==> config.mk <==
export PLATFORM = sky130hd
export DESIGN_NAME = cronometro_control_flat
export DESIGN_NICKNAME = d
export VERILOG_FILES = /design/src/rtl/cronometro_control_if.sv /design/src/rtl/cronometro_control.sv /design/src/flat_wrapper.sv
export SDC_FILE = /design/constraint.sdc
export NUM_CORES = 1
export LEC_CHECK = 0
export BUFFER_PORTS_ARGS = -buffer_cell sky130_fd_sc_hd__buf_2
export CAP_MARGIN = 30
export CELL_PAD_IN_SITES_DETAIL_PLACEMENT = 0
export CELL_PAD_IN_SITES_GLOBAL_PLACEMENT = 1
export CORE_ASPECT_RATIO = 1.25
export CORE_MARGIN = 1
export CORE_UTILIZATION = 40
export CTS_CLUSTER_SIZE = 16
export DETAILED_ROUTE_END_ITERATION = 16
export PLACE_DENSITY_LB_ADDON = 0.15
export RECOVER_POWER = 25
export SLEW_MARGIN = 20
export SYNTH_ARGS = -nofsm -noshare
export SYNTH_HDL_FRONTEND = slang
export SYNTH_SLANG_ARGS = --single-unit
==> constraint.sdc <==
create_clock -name clk -period 4.41 [get_ports clk]
set_clock_uncertainty 0.1 [all_clocks]
set_input_delay 0.882 -clock clk [delete_from_list [all_inputs] [get_ports clk]]
set_output_delay 0.882 -clock clk [all_outputs]
set_load 0.01 [all_outputs]
==> src/rtl/cronometro_control_if.sv <==
// Keyboard byte bus between the PS/2 receiver and the countdown controller.
//   got_data : one-cycle strobe, Tecla holds a valid scancode byte
//   Tecla    : PS/2 set-2 scancode byte
// master = the PS/2 receiver side (drives), slave = the controller (samples).
interface cronometro_control_if;
    logic       got_data;
    logic [7:0] Tecla;

    modport master (output got_data, output Tecla);
    modport slave  (input  got_data, input  Tecla);
endinterface

==> src/rtl/cronometro_control.sv <==
// Countdown timer / alarm sequencing controller.
// Decodes PS/2 scancodes to edit a BCD HH:MM:SS preset, runs the countdown on
// tick_1s, and holds the alarm flag for ALARM_SECS ticks at 00:00:00.
// Ports:
//   clk         system clock
//   reset       asynchronous active-low reset
//   kbd         keyboard byte bus (got_data strobe + Tecla scancode)
//   tick_1s     one-cycle pulse per second
//   Segundos    BCD seconds 00-59
//   Minutos     BCD minutes 00-59
//   Horas       BCD hours 00-23
//   Campo       edit field: 0 sec, 1 min, 2 hr
//   Estado      0 EDIT, 1 RUN, 2 PAUSE, 3 ALARM
//   Flag_Alarma high only while in ALARM
module cronometro_control #(
    parameter logic [7:0]  KEY_UP     = 8'h75,
    parameter logic [7:0]  KEY_DOWN   = 8'h72,
    parameter logic [7:0]  KEY_LEFT   = 8'h6B,
    parameter logic [7:0]  KEY_RIGHT  = 8'h74,
    parameter logic [7:0]  KEY_START  = 8'h1B,
    parameter logic [7:0]  KEY_CLEAR  = 8'h2D,
    parameter int unsigned ALARM_SECS = 10
) (
    input  logic                       clk,
    input  logic                       reset,
    cronometro_control_if.slave        kbd,
    input  logic                       tick_1s,
    output logic [7:0]                 Segundos,
    output logic [7:0]                 Minutos,
    output logic [7:0]                 Horas,
    output logic [1:0]                 Campo,
    output logic [1:0]                 Estado,
    output logic                       Flag_Alarma
);

    localparam int unsigned CntW = $clog2(ALARM_SECS + 1);

    typedef enum logic [1:0] {
        StEdit  = 2'd0,
        StRun   = 2'd1,
        StPause = 2'd2,
        StAlarm = 2'd3
    } state_e;

    state_e            state_q, state_d;
    logic [7:0]        sec_q, sec_d;
    logic [7:0]        min_q, min_d;
    logic [7:0]        hr_q, hr_d;
    logic [1:0]        campo_q, campo_d;
    logic              break_q, break_d;
    logic [CntW-1:0]   cnt_q, cnt_d;

    // Modulo BCD increment/decrement of a single field, wrapping at max.
    function automatic logic [7:0] bcd_inc(input logic [7:0] v, input logic [7:0] max);
        if (v >= max) begin
            return 8'h00;
        end else if (v[3:0] >= 4'd9) begin
            return {v[7:4] + 4'd1, 4'd0};
        end else begin
            return v + 8'd1;
        end
    endfunction

    function automatic logic [7:0] bcd_dec(input logic [7:0] v, input logic [7:0] max);
        if (v == 8'h00) begin
            return max;
        end else if (v[3:0] == 4'd0) begin
            return {v[7:4] - 4'd1, 4'd9};
        end else begin
            return v - 8'd1;
        end
    endfunction

    // Key qualification: break code F0 and the byte after it are swallowed,
    // extended prefix E0 is never an event.
    logic key_valid;
    logic key_start;
    logic key_clear;

    always_comb begin
        key_valid = kbd.got_data && !break_q && (kbd.Tecla != 8'hF0) && (kbd.Tecla != 8'hE0);
        key_start = key_valid && (kbd.Tecla == KEY_START);
        key_clear = key_valid && (kbd.Tecla == KEY_CLEAR);
    end

    always_comb begin
        break_d = break_q;
        if (kbd.got_data) begin
            if (break_q) begin
                break_d = 1'b0;
            end else if (kbd.Tecla == 8'hF0) begin
                break_d = 1'b1;
            end
        end
    end

    // One-second decrement of the whole HH:MM:SS value with BCD borrow.
    logic [7:0] dec_sec, dec_min, dec_hr;
    logic       dec_zero;
    logic       time_zero;

    always_comb begin
        dec_sec = sec_q;
        dec_min = min_q;
        dec_hr  = hr_q;
        if (sec_q != 8'h00) begin
            dec_sec = bcd_dec(sec_q, 8'h59);
        end else begin
            dec_sec = 8'h59;
            if (min_q != 8'h00) begin
                dec_min = bcd_dec(min_q, 8'h59);
            end else begin
                dec_min = 8'h59;
                dec_hr  = bcd_dec(hr_q, 8'h23);
            end
        end
        dec_zero  = (dec_sec == 8'h00) && (dec_min == 8'h00) && (dec_hr == 8'h00);
        time_zero = (sec_q == 8'h00) && (min_q == 8'h00) && (hr_q == 8'h00);
    end

    // State register and datapath registers
    always_ff @(posedge clk or negedge reset) begin
        if (!reset) begin
            state_q <= StEdit;
            sec_q   <= 8'h00;
            min_q   <= 8'h00;
            hr_q    <= 8'h00;
            campo_q <= 2'd0;
            break_q <= 1'b0;
            cnt_q   <= '0;
        end else begin
            state_q <= state_d;
            sec_q   <= sec_d;
            min_q   <= min_d;
            hr_q    <= hr_d;
            campo_q <= campo_d;
            break_q <= break_d;
            cnt_q   <= cnt_d;
        end
    end

    // Next-state logic
    always_comb begin
        state_d = state_q;
        case (state_q)
            StEdit: begin
                if (key_start && !time_zero) begin
                    state_d = StRun;
                end
            end
            StRun: begin
                // CLEAR beats a same-cycle tick; reaching zero beats START.
                if (key_clear) begin
                    state_d = StEdit;
                end else if (tick_1s && dec_zero) begin
                    state_d = StAlarm;
                end else if (key_start) begin
                    state_d = StPause;
                end
            end
            StPause: begin
                if (key_clear) begin
                    state_d = StEdit;
                end else if (key_start) begin
                    state_d = StRun;
                end
            end
            StAlarm: begin
                if (key_valid) begin
                    state_d = StEdit;
                end else if (tick_1s && (cnt_q <= CntW'(1))) begin
                    state_d = StEdit;
                end
            end
            default: state_d = StEdit;
        endcase
    end

    // Datapath next-value logic
    always_comb begin
        sec_d   = sec_q;
        min_d   = min_q;
        hr_d    = hr_q;
        campo_d = campo_q;
        cnt_d   = cnt_q;
        case (state_q)
            StEdit: begin
                if (key_valid) begin
                    if (kbd.Tecla == KEY_UP) begin
                        case (campo_q)
                            2'd0:    sec_d = bcd_inc(sec_q, 8'h59);
                            2'd1:    min_d = bcd_inc(min_q, 8'h59);
                            default: hr_d  = bcd_inc(hr_q, 8'h23);
                        endcase
                    end else if (kbd.Tecla == KEY_DOWN) begin
                        case (campo_q)
                            2'd0:    sec_d = bcd_dec(sec_q, 8'h59);
                            2'd1:    min_d = bcd_dec(min_q, 8'h59);
                            default: hr_d  = bcd_dec(hr_q, 8'h23);
                        endcase
                    end else if (kbd.Tecla == KEY_LEFT) begin
                        campo_d = (campo_q >= 2'd2) ? 2'd0 : campo_q + 2'd1;
                    end else if (kbd.Tecla == KEY_RIGHT) begin
                        campo_d = (campo_q == 2'd0) ? 2'd2 : campo_q - 2'd1;
                    end else if (kbd.Tecla == KEY_CLEAR) begin
                        sec_d   = 8'h00;
                        min_d   = 8'h00;
                        hr_d    = 8'h00;
                        campo_d = 2'd0;
                    end
                end
            end
            StRun: begin
                if (key_clear) begin
                    sec_d = 8'h00;
                    min_d = 8'h00;
                    hr_d  = 8'h00;
                end else if (tick_1s) begin
                    sec_d = dec_sec;
                    min_d = dec_min;
                    hr_d  = dec_hr;
                    if (dec_zero) begin
                        cnt_d = CntW'(ALARM_SECS);
                    end
                end
            end
            StPause: begin
                if (key_clear) begin
                    sec_d = 8'h00;
                    min_d = 8'h00;
                    hr_d  = 8'h00;
                end
            end
            StAlarm: begin
                if (key_valid) begin
                    cnt_d = '0;
                end else if (tick_1s && (cnt_q != '0)) begin
                    cnt_d = cnt_q - CntW'(1);
                end
            end
            default: ;
        endcase
    end

    // Outputs
    always_comb begin
        Segundos    = sec_q;
        Minutos     = min_q;
        Horas       = hr_q;
        Campo       = campo_q;
        Estado      = state_q;
        Flag_Alarma = (state_q == StAlarm);
    end

endmodule

==> src/flat_wrapper.sv <==
// flat-port wrapper written by rule: the top's interface ports become plain ports
module cronometro_control_flat 
#(
    parameter logic [7:0]  KEY_UP     = 8'h75,
    parameter logic [7:0]  KEY_DOWN   = 8'h72,
    parameter logic [7:0]  KEY_LEFT   = 8'h6B,
    parameter logic [7:0]  KEY_RIGHT  = 8'h74,
    parameter logic [7:0]  KEY_START  = 8'h1B,
    parameter logic [7:0]  KEY_CLEAR  = 8'h2D,
    parameter int unsigned ALARM_SECS = 10
)
  (clk, reset, tick_1s, Segundos, Minutos, Horas, Campo, Estado, Flag_Alarma, kbd_got_data, kbd_Tecla);
  cronometro_control_if kbd_i ();
  input  logic clk;
  input  logic reset;
  input  logic tick_1s;
  output logic [7:0] Segundos;
  output logic [7:0] Minutos;
  output logic [7:0] Horas;
  output logic [1:0] Campo;
  output logic [1:0] Estado;
  output logic Flag_Alarma;
  input wire logic [$bits(kbd_i.got_data)-1:0] kbd_got_data;
  input wire logic [$bits(kbd_i.Tecla)-1:0] kbd_Tecla;
  assign kbd_i.got_data = kbd_got_data;
  assign kbd_i.Tecla = kbd_Tecla;
  cronometro_control #(.KEY_UP(KEY_UP), .KEY_DOWN(KEY_DOWN), .KEY_LEFT(KEY_LEFT), .KEY_RIGHT(KEY_RIGHT), .KEY_START(KEY_START), .KEY_CLEAR(KEY_CLEAR), .ALARM_SECS(ALARM_SECS)) u_core (.clk(clk), .reset(reset), .kbd(kbd_i), .tick_1s(tick_1s), .Segundos(Segundos), .Minutos(Minutos), .Horas(Horas), .Campo(Campo), .Estado(Estado), .Flag_Alarma(Flag_Alarma));
endmodule
==> impl_metrics.csv <==
group,metric,value,unit
sta,rsz0062_at_grt,"false",
sta,setup_slack,0.723,ns
detailed_routing,via_count,3964,
placement,port_buffers,40,
power,p_leak,1.77,nW
floorplanning,placementRows,38,
power,fin_total_pwr,2.93,mW
placement,dp.cells,624,
placement,preCtsSetupSlack,0.711,ns
cells_and_area,fill_cells,939,
floorplanning,die-width,88.0,um
clock_tree,tritoncts,"built",
floorplanning,start_util,41.8,%
sta,setup_viol,0,
hold_path,hp-class,"reg -> reg",
cells_and_area,syn_to_final_growth,10.9,%
detailed_routing,drtIter0Drc,152,
logic_synthesis,ys_ff_latch,33,
clock_tree,cts-root-buf,"clkbuf_8",
sta,maxSlewHeadroom,-33.3,%
logic_synthesis,async_flop_share,100,%
logic_synthesis,synth_edf_count,0,
critical_path,start_kind,"flop",
clock_tree,clockBufferDepth,2,
grt,first_global_vias,3653,
sta,final_hold_viol_count,0,
logic_synthesis,synth.distinct_cells,75,
floorplanning,core,8840,um^2
grt,grt_max_degree,34,
logic_synthesis,synth-main-ff-cell,"dfrtp_1",
grt,grt_use_total,25.3,%
sta,fin_crit,3.69,ns
critical_path,crit_arrival,3.78,ns
placement,hpwl,8580,um
power,peakVddDrop,0.267,mV
run_status,violations,"max-capacitance violations, max-slew violations",
logic_synthesis,yosysMostFrequentCell,"nor2_1",
critical_path,crit_type,"reg -> reg",
clock_tree,cts_htree_levels,2,
sta,drv_slew,34,
sta,hold_slack,0.443,ns
clock_tree,post_cts_buffers,0,
clock_tree,postCtsResizedCells,0,
logic_synthesis,yosys-top-cells-area,"dfrtp_1 22%, ha_1 10%, o21ai_0 6.0%",
detailed_routing,postRouteAntennaNets,0,
power,power_density,715,nW/um^2
grt,overflow,0,
detailed_routing,wl_per_cell,18.3,um
logic_synthesis,synth_area,3690,um^2
logic_synthesis,yosysWarnings,0,
detailed_routing,drtPass1Iterations,5,
run_status,status,"complete, but fails checks",
cells_and_area,fin_cells,634,
logic_synthesis,ys_seq_area_share,22.4,%
sta,post-route-period-util,83.6,%
sta,fmax,0.271,GHz
cells_and_area,num-nets-final,556,
cells_and_area,drive_gt1_share,13.6,%
sta,fin_tns_setup,0,ns
logic_synthesis,synthCells,477,
clock_tree,clk_latency,0.30,ns
flow_run,maxCapViolations,1,
grt,antenna_found_initial,0,
detailed_routing,via_per_inst,6.25,
floorplanning,die_h,109,um
logic_synthesis,synth_top_area_share,22.4,%
logic_synthesis,syn_nets,520,
sta,tightestPinTransition,2.00,ns
detailed_routing,drc,0,
critical_path,critPathRequiredTime,4.50,ns
critical_path,critPathMaxFanout,11,
grt,grt_pass1_wl,18600,um
clock_tree,cts.sinks,33,
placement,placed_cell_area,4010,um^2
floorplanning,io_pins,41,
clock_tree,path_clk_slew,0.08,ns
floorplanning,die_area,9630,um^2
clock_tree,ctsHoldBuffers,0,
cells_and_area,antenna_cells,0,
logic_synthesis,syn_area_per_cell,7.75,um^2
placement,place_congestion,0.887,
cells_and_area,fin_area,4100,um^2
critical_path,endpoint_kind,"flop",
clock_tree,cts_buffers,5,
logic_synthesis,yosys.area.top_type,"dfrtp_1",
cells_and_area,fin_util,46.3,%
logic_synthesis,synth_common_cells,"48 x nor2_1, 44 x o21ai_0, 33 x dfrtp_1, 33 x nand2_1",
detailed_routing,wl,11600,um
layout by cell type, fill, tap and decap left out, types with 11 or more instances in the layout:
| cell type | netlist | layout |
|---|---|---|
| nor2_1 | 48 | 48 |
| o21ai_0 | 44 | 43 |
| buf_2 | 4 | 39 |
| nand2_1 | 33 | 33 |
| dfrtp_1 | 33 | 33 |
| inv_1 | 31 | 31 |
| ha_1 | 31 | 31 |
| a21oi_1 | 27 | 27 |
| nand3_1 | 15 | 15 |
| nor3_1 | 15 | 15 |
| o31ai_1 | 13 | 13 |
| buf_4 | 0 | 11 |
flip-flops by register name (all words and copies together) (netlist names):
register / flops
u_core.Campo: 2
u_core.Estado: 2
u_core.Horas: 8
u_core.Minutos: 8
u_core.Segundos: 8
u_core.break_q: 1
u_core.cnt_q: 4
kinds of logic (layout without fill, tap and decap cells):
group                      Yosys count  count (layout)  synth area share [%]
AOI/OAI and AO/OA                  177             177                  32.9
and+or+nand+nor                    173             173                  25.5
DFF                                 33              33                  22.4
xor gates and xnor gates             3               3                 0.711
adders and majority gates           31              31                  10.5
buffers and inverters               54              91                  6.23
muxes                                6               6                  1.79
area by class of cell:
| class | count | area (um^2) | share of cell area, % |
|---|---|---|---|
| well taps | 120 | 150 | 3.66 |
| clock buffers | 6 | 72.6 | 1.77 |
| multi-input cells | 390 | 2640 | 64.4 |
| flip-flops and latches | 33 | 826 | 20.1 |
| repair buffers | 52 | 285 | 6.96 |
| clock inverters | 2 | 10.0 | 0.244 |
| inverters | 31 | 116 | 2.84 |
worst paths after layout:
kind | start | to | slack (ns) | cells after the start
setup / recovery | u_core.Segundos[0] | u_core.cnt_q[1] | 0.72 | 10
hold / removal | u_core.break_q | u_core.break_q | 0.44 | 2
setup reg to reg | u_core.Segundos[0] | u_core.cnt_q[1] | 0.72 | 10
hold reg to reg | u_core.break_q | u_core.break_q | 0.44 | 2
max in group asynchronous | reset | u_core.break_q | 2.02 | 1
min in group asynchronous | reset | u_core.Segundos[3] | 1.03 | 1
layer usage:
layer	share of wire, %	vias up	track usage (%)
met5	0	-	0
met4	2.9	0	10.3
met3	4.9	26	2.78
met2	50	139	43.6
met1	43	1908	32.0
li1	-	1891	-
power breakdown:
group          switching [mW]  internal, mW  total, mW
Clock                   0.134         0.110      0.244
Combinational            1.29         0.794       2.08
Sequential              0.219         0.383      0.603
Total                    1.64          1.29       2.93
critical path, stage by stage, from the launching register on:
cell and delay (ns):
dfrtp_1 0.50, inv_1 0.13, ha_1 0.28, or3b_1 0.54
nor4_4 0.30, buf_4 0.21, and3_1 0.24, o211ai_1 0.10
or4_4 0.45, o41ai_4 0.39, mux2_4 0.34
Power figures use the tool's default switching activity.
